--- src/rtl/cpu_pkg.sv ---
// Shared RV32I core definitions: funct3 codes, memory-stage state encoding and
// the sizing helper for the memory-stage ack timeout counter.
package cpu_pkg;

    localparam logic [2:0] F3_LB  = 3'b000;
    localparam logic [2:0] F3_LH  = 3'b001;
    localparam logic [2:0] F3_LW  = 3'b010;
    localparam logic [2:0] F3_LBU = 3'b100;
    localparam logic [2:0] F3_LHU = 3'b101;
    localparam logic [2:0] F3_SB  = 3'b000;
    localparam logic [2:0] F3_SH  = 3'b001;
    localparam logic [2:0] F3_SW  = 3'b010;

    typedef enum logic {
        ST_IDLE = 1'b0,
        ST_BUSY = 1'b1
    } ma_state_t;

    // Counter must be able to hold the TIMEOUT value itself.
    function automatic int tmo_cnt_w(input int timeout);
        return $clog2(timeout + 1);
    endfunction

endpackage

--- src/rtl/mem_align.sv ---
// Load/store lane formatting and legality check for RV32I accesses.
// Purely combinational, zero latency, no flow control.
module mem_align
    import cpu_pkg::*;
(
    input  logic [2:0]  funct3,
    input  logic        is_load,
    input  logic        is_store,
    input  logic [1:0]  addr_lo,
    input  logic [31:0] store_data,
    input  logic [31:0] rdata,
    output logic [3:0]  strb,
    output logic [31:0] wdata,
    output logic [31:0] load_val,
    output logic        bad
);

    logic [7:0]  byte_sel;
    logic [15:0] half_sel;
    logic        misalign;
    logic        bad_f3;

    always_comb begin
        byte_sel = rdata[{addr_lo, 3'b000} +: 8];
        half_sel = addr_lo[1] ? rdata[31:16] : rdata[15:0];
        strb     = 4'b1111;
        wdata    = store_data;
        misalign = 1'b0;
        bad_f3   = 1'b0;
        load_val = 32'h0;

        case (funct3[1:0])
            2'b01:   misalign = addr_lo[0];
            2'b10:   misalign = |addr_lo;
            default: misalign = 1'b0;
        endcase

        if (is_load) begin
            bad_f3 = (funct3 == 3'b011) || (funct3 == 3'b110) || (funct3 == 3'b111);
        end

        if (is_store) begin
            bad_f3 = funct3[2] | (&funct3[1:0]);
            case (funct3[1:0])
                2'b00: begin
                    strb  = 4'b0001 << addr_lo;
                    wdata = {4{store_data[7:0]}};
                end
                2'b01: begin
                    strb  = 4'b0011 << addr_lo;
                    wdata = {2{store_data[15:0]}};
                end
                default: begin
                    strb  = 4'b1111;
                    wdata = store_data;
                end
            endcase
        end

        // Asking for both a load and a store is never meaningful.
        bad = (is_load | is_store) & ((is_load & is_store) | bad_f3 | misalign);

        case (funct3)
            F3_LB:   load_val = {{24{byte_sel[7]}}, byte_sel};
            F3_LH:   load_val = {{16{half_sel[15]}}, half_sel};
            F3_LW:   load_val = rdata;
            F3_LBU:  load_val = {24'h0, byte_sel};
            F3_LHU:  load_val = {16'h0, half_sel};
            default: load_val = 32'h0;
        endcase
    end

endmodule

--- src/rtl/mem_access.sv ---
// RV32I MEM stage: captures E_*, runs one bus transfer per load/store, forwards to mem_rdwb.
// Latency 1 cycle for non-memory ops, >=1 extra per transfer; MEM_STALL holds upstream while busy.
module mem_access
    import cpu_pkg::*;
#(
    parameter int TIMEOUT = 255
) (
    input  logic        CLK,
    input  logic        RST,
    input  logic        STALL,
    input  logic [31:0] E_PC,
    input  logic [31:0] E_INST,
    input  logic        E_VALID,
    input  logic [4:0]  E_REG_D,
    input  logic [31:0] E_REG_D_V,
    input  logic        E_MEM_RD,
    input  logic        E_MEM_WR,
    input  logic [2:0]  E_FUNCT3,
    input  logic [31:0] E_MEM_ADDR,
    input  logic [31:0] E_STORE_DATA,
    output logic        MEM_STALL,
    output logic        MEM_REQ,
    output logic        MEM_WE,
    output logic [31:0] MEM_ADDR,
    output logic [3:0]  MEM_STRB,
    output logic [31:0] MEM_WDATA,
    input  logic        MEM_ACK,
    input  logic [31:0] MEM_RDATA,
    output logic [31:0] A_PC,
    output logic [31:0] A_INST,
    output logic        A_VALID,
    output logic [4:0]  A_REG_D,
    output logic [31:0] A_REG_D_V,
    output logic        ERR,
    output logic [31:0] ERR_PC
);

    localparam int            CW       = tmo_cnt_w(TIMEOUT);
    localparam logic [CW-1:0] TMO_LAST = CW'(TIMEOUT - 1);

    ma_state_t      state;
    logic [CW-1:0]  tmo_cnt;
    logic [2:0]     f3_r;
    logic [1:0]     addr_lo_r;
    logic           ld_r;

    logic           busy;
    logic           mem_op;
    logic [2:0]     al_f3;
    logic [1:0]     al_addr_lo;
    logic [3:0]     al_strb;
    logic [31:0]    al_wdata;
    logic [31:0]    al_load_val;
    logic           al_bad;

    assign busy      = (state == ST_BUSY);
    assign mem_op    = E_VALID & (E_MEM_RD | E_MEM_WR);
    assign MEM_STALL = STALL | busy;

    // While busy the aligner formats the returning word using the captured access.
    assign al_f3      = busy ? f3_r      : E_FUNCT3;
    assign al_addr_lo = busy ? addr_lo_r : E_MEM_ADDR[1:0];

    mem_align u_align (
        .funct3     (al_f3),
        .is_load    (E_MEM_RD),
        .is_store   (E_MEM_WR),
        .addr_lo    (al_addr_lo),
        .store_data (E_STORE_DATA),
        .rdata      (MEM_RDATA),
        .strb       (al_strb),
        .wdata      (al_wdata),
        .load_val   (al_load_val),
        .bad        (al_bad)
    );

    always_ff @(posedge CLK or negedge RST) begin
        if (!RST) begin
            state     <= ST_IDLE;
            tmo_cnt   <= '0;
            f3_r      <= 3'b000;
            addr_lo_r <= 2'b00;
            ld_r      <= 1'b0;
            MEM_REQ   <= 1'b0;
            MEM_WE    <= 1'b0;
            MEM_ADDR  <= 32'h0;
            MEM_STRB  <= 4'h0;
            MEM_WDATA <= 32'h0;
            A_PC      <= 32'h0;
            A_INST    <= 32'h0;
            A_VALID   <= 1'b0;
            A_REG_D   <= 5'h0;
            A_REG_D_V <= 32'h0;
            ERR       <= 1'b0;
            ERR_PC    <= 32'h0;
        end else begin
            ERR <= 1'b0;
            case (state)
                ST_IDLE: begin
                    if (!STALL) begin
                        A_PC      <= E_PC;
                        A_INST    <= E_INST;
                        A_REG_D   <= E_REG_D;
                        A_REG_D_V <= E_REG_D_V;
                        f3_r      <= E_FUNCT3;
                        addr_lo_r <= E_MEM_ADDR[1:0];
                        ld_r      <= E_MEM_RD;
                        tmo_cnt   <= '0;
                        if (mem_op && al_bad) begin
                            A_VALID <= 1'b0;
                            ERR     <= 1'b1;
                            ERR_PC  <= E_PC;
                        end else if (mem_op) begin
                            A_VALID   <= 1'b0;
                            state     <= ST_BUSY;
                            MEM_REQ   <= 1'b1;
                            MEM_WE    <= E_MEM_WR;
                            MEM_ADDR  <= {E_MEM_ADDR[31:2], 2'b00};
                            MEM_STRB  <= al_strb;
                            MEM_WDATA <= E_MEM_WR ? al_wdata : 32'h0;
                        end else begin
                            A_VALID <= E_VALID;
                        end
                    end
                end
                ST_BUSY: begin
                    // Completion takes priority over a timeout expiring in the same cycle.
                    if (MEM_ACK) begin
                        MEM_REQ <= 1'b0;
                        state   <= ST_IDLE;
                        A_VALID <= 1'b1;
                        if (ld_r) begin
                            A_REG_D_V <= al_load_val;
                        end
                    end else if (tmo_cnt == TMO_LAST) begin
                        MEM_REQ <= 1'b0;
                        state   <= ST_IDLE;
                        A_VALID <= 1'b0;
                        ERR     <= 1'b1;
                        ERR_PC  <= A_PC;
                    end else begin
                        tmo_cnt <= tmo_cnt + 1'b1;
                    end
                end
                default: state <= ST_IDLE;
            endcase
        end
    end

endmodule
--- config.mk ---
export PLATFORM = sky130hd
export DESIGN_NAME = mem_access
export DESIGN_NICKNAME = d
export VERILOG_FILES = /design/src/rtl/cpu_pkg.sv /design/src/rtl/mem_align.sv /design/src/rtl/mem_access.sv
export SDC_FILE = /design/constraint.sdc
export NUM_CORES = 1
export LEC_CHECK = 0
export BUFFER_PORTS_ARGS = -buffer_cell sky130_fd_sc_hd__clkbuf_2
export CAP_MARGIN = 25
export CORE_AREA = 2 2 162 164
export DETAILED_ROUTE_END_ITERATION = 10
export DIE_AREA = 0 0 164 166
export PLACE_DENSITY = 0.78
export SYNTH_ARGS = -nofsm -noshare
export SYNTH_HDL_FRONTEND = slang
export SYNTH_SLANG_ARGS = --single-unit
--- constraint.sdc ---
create_clock -name CLK -period 6.3 [get_ports CLK]
set_clock_uncertainty 0.15 [all_clocks]
set_input_delay 0.945 -clock CLK [delete_from_list [all_inputs] [get_ports CLK]]
set_output_delay 0.945 -clock CLK [all_outputs]
set_load 0.005 [all_outputs]
==> impl_metrics.ini, run 1 <==
[outcome]
status = finished, final reports clean

[detailed_routing]
firstDrtPassIters = 5
drt_iter0_markers = 899
route.detailed.drc = 0
ant_nets = 0
via_per_inst = 5.24
wl_per_cell_um = 17.3
finalWirelength_mm = 31.8
vias = 9625

[floorplan]
die_h_um = 166
rows = 59
core_area_um2 = 25600
ioPinCount = 413
die_w_um = 164
initial_core_util = 0.399
dieArea_um2 = 27200

[worst_setup_path]
path_max_fanout = 68
cp.arrival_ps = 4510
critPathCaptureType = register
worstSetupPathType = reg2reg
worstPathRequired_ps = 6500
start_kind = register

[global_route]
grt_pass1_wl_mm = 50.4
track_usage = 0.228
grt_use_met1 = 0.292
grt_antenna_before_repair = 2
grt_overflow = 0
use_met3 = 0.0487
grt_max_degree = 118
gr-max-usage-layer = met2
use_met2 = 0.379
grt_pass1_vias = 9731

[cts]
clk_latency_ps = 530
ctsResizeCount = 0
htreeDepth = 1
clk_path_buf_depth = 3
cts.hold.buffers_added = 0
cts.clk_slew.worst_paths_ps = 60
numCtsBuffers = 25
root_buffer = clkbuf_16
cts_tree = yes
cts.sinks = 218
post_cts_buffers = 0

[placed_design]
dp_hpwl_mm = 22.4
gp_congestion = 0.869
placed_area_um2 = 12500
dpl_worst_slack_ps = 1810
dp.cells = 1790
port_buffers = 410

[finish]
nets = 1695
fin_cells = 1836
syn_to_final_growth_pct = 30.7
final_cell_mix = 409 x clkbuf_2, 324 x nand2_1, 217 x dfrtp_1
final_util = 0.522
finalInstanceArea_um2 = 13400
mostFrequentLayoutCell = clkbuf_2
drive_gt1_frac = 0.344

[synth]
syn_area_um2 = 10200
synth_top_family_by_area = simple AND/OR/NAND/NOR gates
ys.flop_type = dfrtp_1
synth_edf_count = 0
ys_ff_latch = 218
ys_seq_area_frac = 0.534
syn_area_per_cell_um2 = 9.22
syn_inst = 1109
synthSimpleGateAreaFrac = 0.204
synthMuxAreaShare = 0.0809
synth_compound_area_frac = 0.134
async_flop_share = 1.00
yosys.area_share.xor_xnor = 0.00257
yosys.area_share.adder = 0.00734
yosysWarnings = 0
ys_types = 50

[sta]
setup_violations = 0
slew_headroom = 0.282
worst_pin_slew_ps = 1070
slew_violations = 0
layout_setup_ws_ps = 2000
setup_tns_ps = 0
fin_crit_sh = 0.683
grt_setup_unrepaired = false
period_minus_slack_ps = 4300
clock.fmax_mhz = 232
fin_hold_ws_ps = 271
hold_violations = 0

[job]
maxCapViolCount = 0

[power]
ir_drop_mv = 0.263
leakage_nw = 6.82
power.total_mw = 4.69
power_density_nw_per_um2 = 351

[worst_hold_path]
worstHoldPathType = in2async
-- registers in the layout, summed over array words and instances (netlist names), 5 cells and up --
| name | flops |
|---|---|
| A_INST | 32 |
| A_PC | 32 |
| A_REG_D | 5 |
| A_REG_D_V | 32 |
| ERR_PC | 32 |
| MEM_ADDR | 30 |
| MEM_WDATA | 32 |
| tmo_cnt | 8 |
-- critical path, stage by stage, from the launching register on --
cell     delay, ps
dfrtp_4        540
buf_4          850
mux2i_1        400
inv_1          120
ha_1           220
buf_4          220
or2_1          350
o21a_1         470
or2_2          540
o22ai_1        180
a21oi_1         50
-- cell usage after synthesis (all sizes together) (3+ instances only) --
master,n,area (um^2)
nand2,324,1220
a22o,8,70.1
nor2,85,319
o31ai,16,130
a32oi,3,26.3
nand3b,4,30.0
and3,5,31.3
a21oi,63,315
xnor2,3,26.3
o21ai,51,255
clkbuf,47,176
a31oi,19,119
ha,6,75.1
buf,31,173
or3,18,113
a221o,6,60.1
nor2b,27,169
dfrtp,218,5460
o22ai,9,56.3
a211oi,29,218
nand2b,6,37.5
mux2i,38,388
nand3,21,105
mux2,39,439
inv,9,33.8
-- kinds of logic (layout without fill, tap and decap cells) --
group / count (synthesis) / after routing
xor gates and xnor gates: 3 / 3
AOI/OAI and AO/OA: 217 / 217
other: 1 / 4
and+or+nand+nor: 499 / 499
DFF: 218 / 218
adders and majority gates: 6 / 6
buffers and inverters: 88 / 477
muxes: 77 / 77
-- metal layers --
layer	share of wire	up-vias
met5	0	-
met4	0.031	0
met3	0.087	70
met2	0.48	467
met1	0.40	4578
li1	-	4510
-- power by group --
part           switching (mW)  total [mW]  internal, mW
registers               0.234        2.01          1.77
clock network           0.595        1.46         0.868
logic                   0.646        1.22         0.578
-- area by class of cell --
type	instances	area [um^2]
Antenna cell	2	5.00
Clock buffer	32	702
Clock inverter	12	124
Fill cell	2370	12300
Inverter	10	37.5
Multi-Input combinational cell	804	4430
Sequential cell	218	5460
Tap cell	335	419
Timing Repair Buffer	423	2190
-- worst paths after layout --
check                                     to  cells past startpoint  slack [ps]       from
worst min-delay path              ERR_PC[12]                      1         270        RST
max in group asynchronous               busy                      2        4510        RST
worst max register to register  A_REG_D_V[9]                     10        2000       busy
worst min register to register     A_INST[5]                      2         320  A_INST[5]
min in group CLK                   A_INST[5]                      2         320  A_INST[5]
worst max-delay path            A_REG_D_V[9]                     10        2000       busy
(Power assumes the default switching activity.)
==> run 2: changes to the inputs <==
CORE_AREA = 2 2 161 163   (was 2 2 162 164)
DIE_AREA = 0 0 163 165   (was 0 0 164 166)
PLACE_DENSITY = 0.82   (was 0.78)
clock period = 3.95 ns   (was 6.3 ns; I/O delays follow)
==> run 2 against run 1 <==
- total power up 60%
- design area rose by 0.18%
- sequential power increased by 60%
- routed wire length is 0.37% higher
- register-to-register slack got worse by 1400 ps
- critical path depth fell by 2
- clock-buffer cell count grew 7
- non-clock buffer count is 8 higher
- global-route usage down 0.24 points
==> impl_metrics.ini, run 2 (synthesized netlist as in run 1, its figures left out) <==
[finish]
mostFrequentLayoutCell = clkbuf_2
multi_input_area_um2 = 4430
nets = 1703
syn_to_final_growth_pct = 30.9
drive_gt1_frac = 0.344
seqCellArea_um2 = 5460
final_cell_mix = 409 x clkbuf_2, 324 x nand2_1, 217 x dfrtp_1
fillCellCount = 2301

[job]
maxCapViolCount = 0

[floorplan]
ioPinCount = 413
die_h_um = 165
rows = 58
core_area_um2 = 25000
initial_core_util = 0.408
die_w_um = 163
dieArea_um2 = 26900

[sta]
worst_pin_slew_ps = 1010
slew_violations = 0
setup_tns_ps = 0
fin_crit_sh = 0.846
clock.fmax_mhz = 299
period_minus_slack_ps = 3340
fin_hold_ws_ps = 33.9
slew_headroom = 0.325
hold_violations = 0
grt_setup_unrepaired = false
setup_violations = 0

[worst_setup_path]
start_kind = register
r2r_slack_ps = 610
worstPathRequired_ps = 4210
worstSetupPathType = reg2reg
cp.arrival_ps = 3600
r2r_cells = 8
path_max_fanout = 19
r2r_end = A_REG_D_V[11]
critPathCaptureType = register
reg2reg_from = busy

[cts]
post_cts_buffers = 0
cts.sinks = 218
ctsResizeCount = 0
clk_latency_ps = 510
cts_tree = yes
cts.clk_slew.worst_paths_ps = 60
numCtsBuffers = 25
root_buffer = clkbuf_16
htreeDepth = 1
cts.hold.buffers_added = 0
clk_path_buf_depth = 3

[worst_hold_path]
worstHoldPathType = in2async

[detailed_routing]
via_per_inst = 5.31
top_layer_used = met4
ant_nets = 0
drt_iter0_markers = 830
met1_length_mm = 12.7
firstDrtPassIters = 5
dr_wl_met3_mm = 2.69
finalWirelength_mm = 31.9
vias = 9755
route.detailed.drc = 0
dr_wl_met2_mm = 15.6
wl_per_cell_um = 17.4

[power]
p_switching_mw = 2.33
leakage_nw = 6.84
combPwrFrac = 0.262
swShare = 0.311
pwr-share-clk = 0.311
intPower_mw = 5.17
power.total_mw = 7.50
pwr-share-seq = 0.427
ir_drop_mv = 0.366
power_density_nw_per_um2 = 560

[global_route]
track_usage = 0.225
grt_overflow = 0
grt_max_degree = 125
grt_pass1_wl_mm = 49.2
grt_antenna_before_repair = 1
grt_pass1_vias = 9512

[outcome]
status = finished, final reports clean

[placed_design]
port_buffers = 410
dp_hpwl_mm = 23.2
gp_congestion = 0.852
[run 2: cell type report]
cell class              count  area share
diodes                      1    0.000187
flip-flops and latches    218       0.408
repair buffers            431       0.167
inverters                  10     0.00280
well taps                 330      0.0308
clock inverters             4     0.00523
multi-input cells         804       0.331
clock buffers              39      0.0559
[run 2: worst max-delay path by stage]
stage                                to         from  cells after the start
after global routing       A_REG_D_V[2]         busy                      8
after CTS                 A_REG_D_V[11]         busy                      8
after floorplan           A_REG_D_V[10]         busy                     16
after detailed placement  A_REG_D_V[13]  E_FUNCT3[1]                      9
final                     A_REG_D_V[11]         busy                      8
after global placement    A_REG_D_V[11]  E_FUNCT3[1]                      9
[run 2: power groups by stage]
stage               clock network (mW)  registers [mW]  logic [mW]
finish                            2.33            3.21        1.96
global placement                     0            3.20        1.92
global route                      2.49            3.27        2.18
detailed placement                   0            3.22        1.98
CTS                               2.38            3.20        1.99
floorplan                            0            3.22       0.901
[run 2: per-layer routing]
metal / up-vias / track usage
met4: 0 / 0.0881
met3: 85 / 0.0467
met1: 4615 / 0.285
li1: 4514 / -
met2: 541 / 0.380
met5: - / 0
[run 2: metrics by stage]
| step | util | instances | setup WS, ps | instance area, um^2 |
|---|---|---|---|---|
| after global routing | 0.535 | 1837 | 474 | 13400 |
| after floorplan | - | 1110 | 334 | 10200 |
| after detailed placement | 0.502 | 1793 | 548 | 12600 |
| after global placement | 0.502 | 1793 | 654 | 12600 |
| after CTS | 0.535 | 1836 | 666 | 13400 |
| final | 0.535 | 1837 | 608 | 13400 |
[run 2: worst max-delay path: stages, from the launching register on]
cell     delay (ps)
dfrtp_4         500
mux2i_2         250
buf_4           240
ha_1            390
or2_1           350
o21a_1          630
or2_2           420
o22ai_1         150
a21oi_1         160
==> run 3: changes to the inputs <==
ABC_AREA = 1   (was unset)
CORE_AREA = 2 2 158 160   (was 2 2 161 163)
DIE_AREA = 0 0 160 162   (was 0 0 163 165)
clock period = 3.15 ns   (was 3.95 ns; I/O delays follow)
==> run 3 against run 2 <==
- routed wire length up 8.0%
- clock power up 32%
- combinational power up 35%
- global-route usage up 3.2 points
- die area down 3.6%
- flip-flop and latch count unchanged
- setup slack worse by 220 ps
- critical endpoint is now MEM_WDATA[1]
- clock-buffer cell count down 6
- critical path type unchanged
- critical path depth up 3
==> impl_metrics.ini, run 3 <==
[worst_setup_path]
reg2reg_from = busy
r2r_cells = 11
cp_slowest_stage_delay_ps = 510
r2r_end = MEM_WDATA[1]
worstPathRequired_ps = 3370
critPathMostFrequentCell = nand2_2
cp.depth = 11
path_cells = buf_4 > buf_4 > nand2_1 > nand2_2 > inv_2 > nand2_2 > nand3_2 > nand3_2 > inv_2 > nand2_2 > o21ai_0
crit_family = simple AND/OR/NAND/NOR gates
path_max_fanout = 34
cp.arrival_ps = 2980
worstSetupPathType = reg2reg
r2r_slack_ps = 390
crit_slowest_cell = dfrtp_1
critPathCaptureType = register
cp.buffers_inverters = 4
start_kind = register

[cts]
cts.sinks = 218
htreeDepth = 1
numCtsBuffers = 25
cts.clk_slew.worst_paths_ps = 60
clk_path_buf_depth = 3
cts_tree = yes
root_buffer = clkbuf_16
clk_latency_ps = 530

[synth]
ys_ff_latch = 218
synthSimpleGateAreaFrac = 0.263
syn_area_um2 = 10400
ys_seq_area_frac = 0.525
yosys.area_share.adder = 0.00723
async_flop_share = 1.00
synth_edf_count = 0
ys.flop_type = dfrtp_1
synthTopCellsByCount = 538 x nand2_1, 218 x dfrtp_1, 120 x o21ai_0
synth_area_leader_cell = dfrtp_1
syn_inst = 1347
syn_area_per_cell_um2 = 7.71
synth_compound_area_frac = 0.126
synthMuxAreaShare = 0
synth_most_common_cell = nand2_1
synth_top_area_frac = 0.525
yosysWarnings = 0
ys_top_cells_by_area = dfrtp_1 53%, nand2_1 19%, o21ai_0 5.8%
synth_top_family_by_area = simple AND/OR/NAND/NOR gates
yosys.area_share.xor_xnor = 0.000844
ys_types = 31

[power]
power_density_nw_per_um2 = 689
leakage_nw = 7.82
combPwrFrac = 0.272
p_switching_mw = 3.15
swShare = 0.323
pwr-share-clk = 0.317
power.total_mw = 9.74
ir_drop_mv = 0.389
intPower_mw = 6.59
pwr-share-seq = 0.411

[sta]
setup_violations = 0
slew_violations = 0
worst_pin_slew_ps = 677
clock.fmax_mhz = 362
grt_setup_unrepaired = false
fin_crit_sh = 0.877
fin_hold_ws_ps = 18.1
period_minus_slack_ps = 2760
setup_tns_ps = 0
hold_violations = 0
slew_headroom = 0.548

[finish]
final_util = 0.586
mostFrequentLayoutCell = nand2_1
drive_gt1_frac = 0.277
fin_cells = 2131
final_cell_mix = 538 x nand2_1, 409 x clkbuf_2, 218 x dfrtp_1
syn_to_final_growth_pct = 36.2
nets = 1999
fillCellCount = 2149

[floorplan]
ioPinCount = 413
initial_core_util = 0.431
core_area_um2 = 24100
dieArea_um2 = 25900
die_h_um = 162
die_w_um = 160
rows = 57

[placed_design]
dp.cells = 2021
dp_hpwl_mm = 23.5
port_buffers = 410
gp_congestion = 0.883

[job]
maxCapViolCount = 0

[detailed_routing]
wl_per_cell_um = 16.2
finalWirelength_mm = 34.5
firstDrtPassIters = 5
route.detailed.drc = 0
drt_iter0_markers = 916
via_per_inst = 5.04
vias = 10736
ant_nets = 0

[global_route]
grt_pass1_vias = 10599
grt_overflow = 0
grt_pass1_wl_mm = 54.1
grt_antenna_before_repair = 4
track_usage = 0.257
grt_max_degree = 114

[outcome]
status = finished, final reports clean

[worst_hold_path]
worstHoldPathType = in2reg
hp-start = E_INST[23]
hold_end = A_INST[23]
hold_path_depth = 3
run 3: final cells by class:
cell class	count	area, um^2	area share
antenna	3	7.51	0.000531
timing repair buffer	490	2870	0.203
clock inverter	12	171	0.0121
tap	324	405	0.0287
inverter	101	382	0.0270
multi-input combinational	950	4140	0.293
clock buffer	33	706	0.0499
sequential	218	5460	0.386
run 3: metal layers:
metal | track usage | vias to the layer above | part of all wire
met5 | 0 | - | 0.00052
met4 | 0.127 | 2 | 0.051
met3 | 0.0575 | 119 | 0.075
met2 | 0.446 | 490 | 0.49
met1 | 0.303 | 4986 | 0.39
li1 | - | 5139 | -
run 3: power groups by stage:
stage	registers (mW)	logic [mW]	clock network [mW]
6_report	4.00	2.65	3.08
5_1_grt	4.08	2.98	3.26
4_1_cts	3.99	2.65	3.15
3_5_place_dp	4.02	2.58	0
3_3_place_gp	4.00	2.50	0
2_1_floorplan	4.04	1.20	0
run 3: logic make-up (layout without fill, tap and decap cells):
family | Yosys count | after routing
simple gates | 686 | 686
compound gates | 255 | 255
flops | 218 | 218
buf+inv | 180 | 636
fa+ha+maj | 6 | 6
other cells | 1 | 5
xor+xnor | 1 | 1
run 3: how the worst max path moves through the flow:
| stage | from | end | slack, ps |
|---|---|---|---|
| after global routing | busy | A_REG_D_V[3] | 70 |
| after global placement | E_FUNCT3[0] | MEM_WDATA[1] | 450 |
| after detailed placement | busy | MEM_WDATA[1] | 360 |
| final | busy | MEM_WDATA[1] | 390 |
| after floorplan | busy | A_REG_D_V[21] | 750 |
| after CTS | busy | MEM_WDATA[1] | 340 |
run 3: tightest hold or removal path, cell delays in order:
cell and delay, ps:
clkbuf_2 80, nand2_1 40, nand2_1 60
run 3: through the flow:
step / setup WS (ps) / area (um^2)
5_1_grt: 67.2 / 14100
3_5_place_dp: 355 / 12600
2_1_floorplan: 746 / 10400
6_report: 387 / 14100
4_1_cts: 345 / 14100
3_3_place_gp: 446 / 12600
run 3: timing repair:
item / 4_1_cts / 5_1_grt
hold buffers: 61 / 0
resized for setup: 0 / 0
endpoints found under the hold margin: 118 / 0
endpoints found under the setup margin: 0 / 0
buffers inserted: 0 / 0
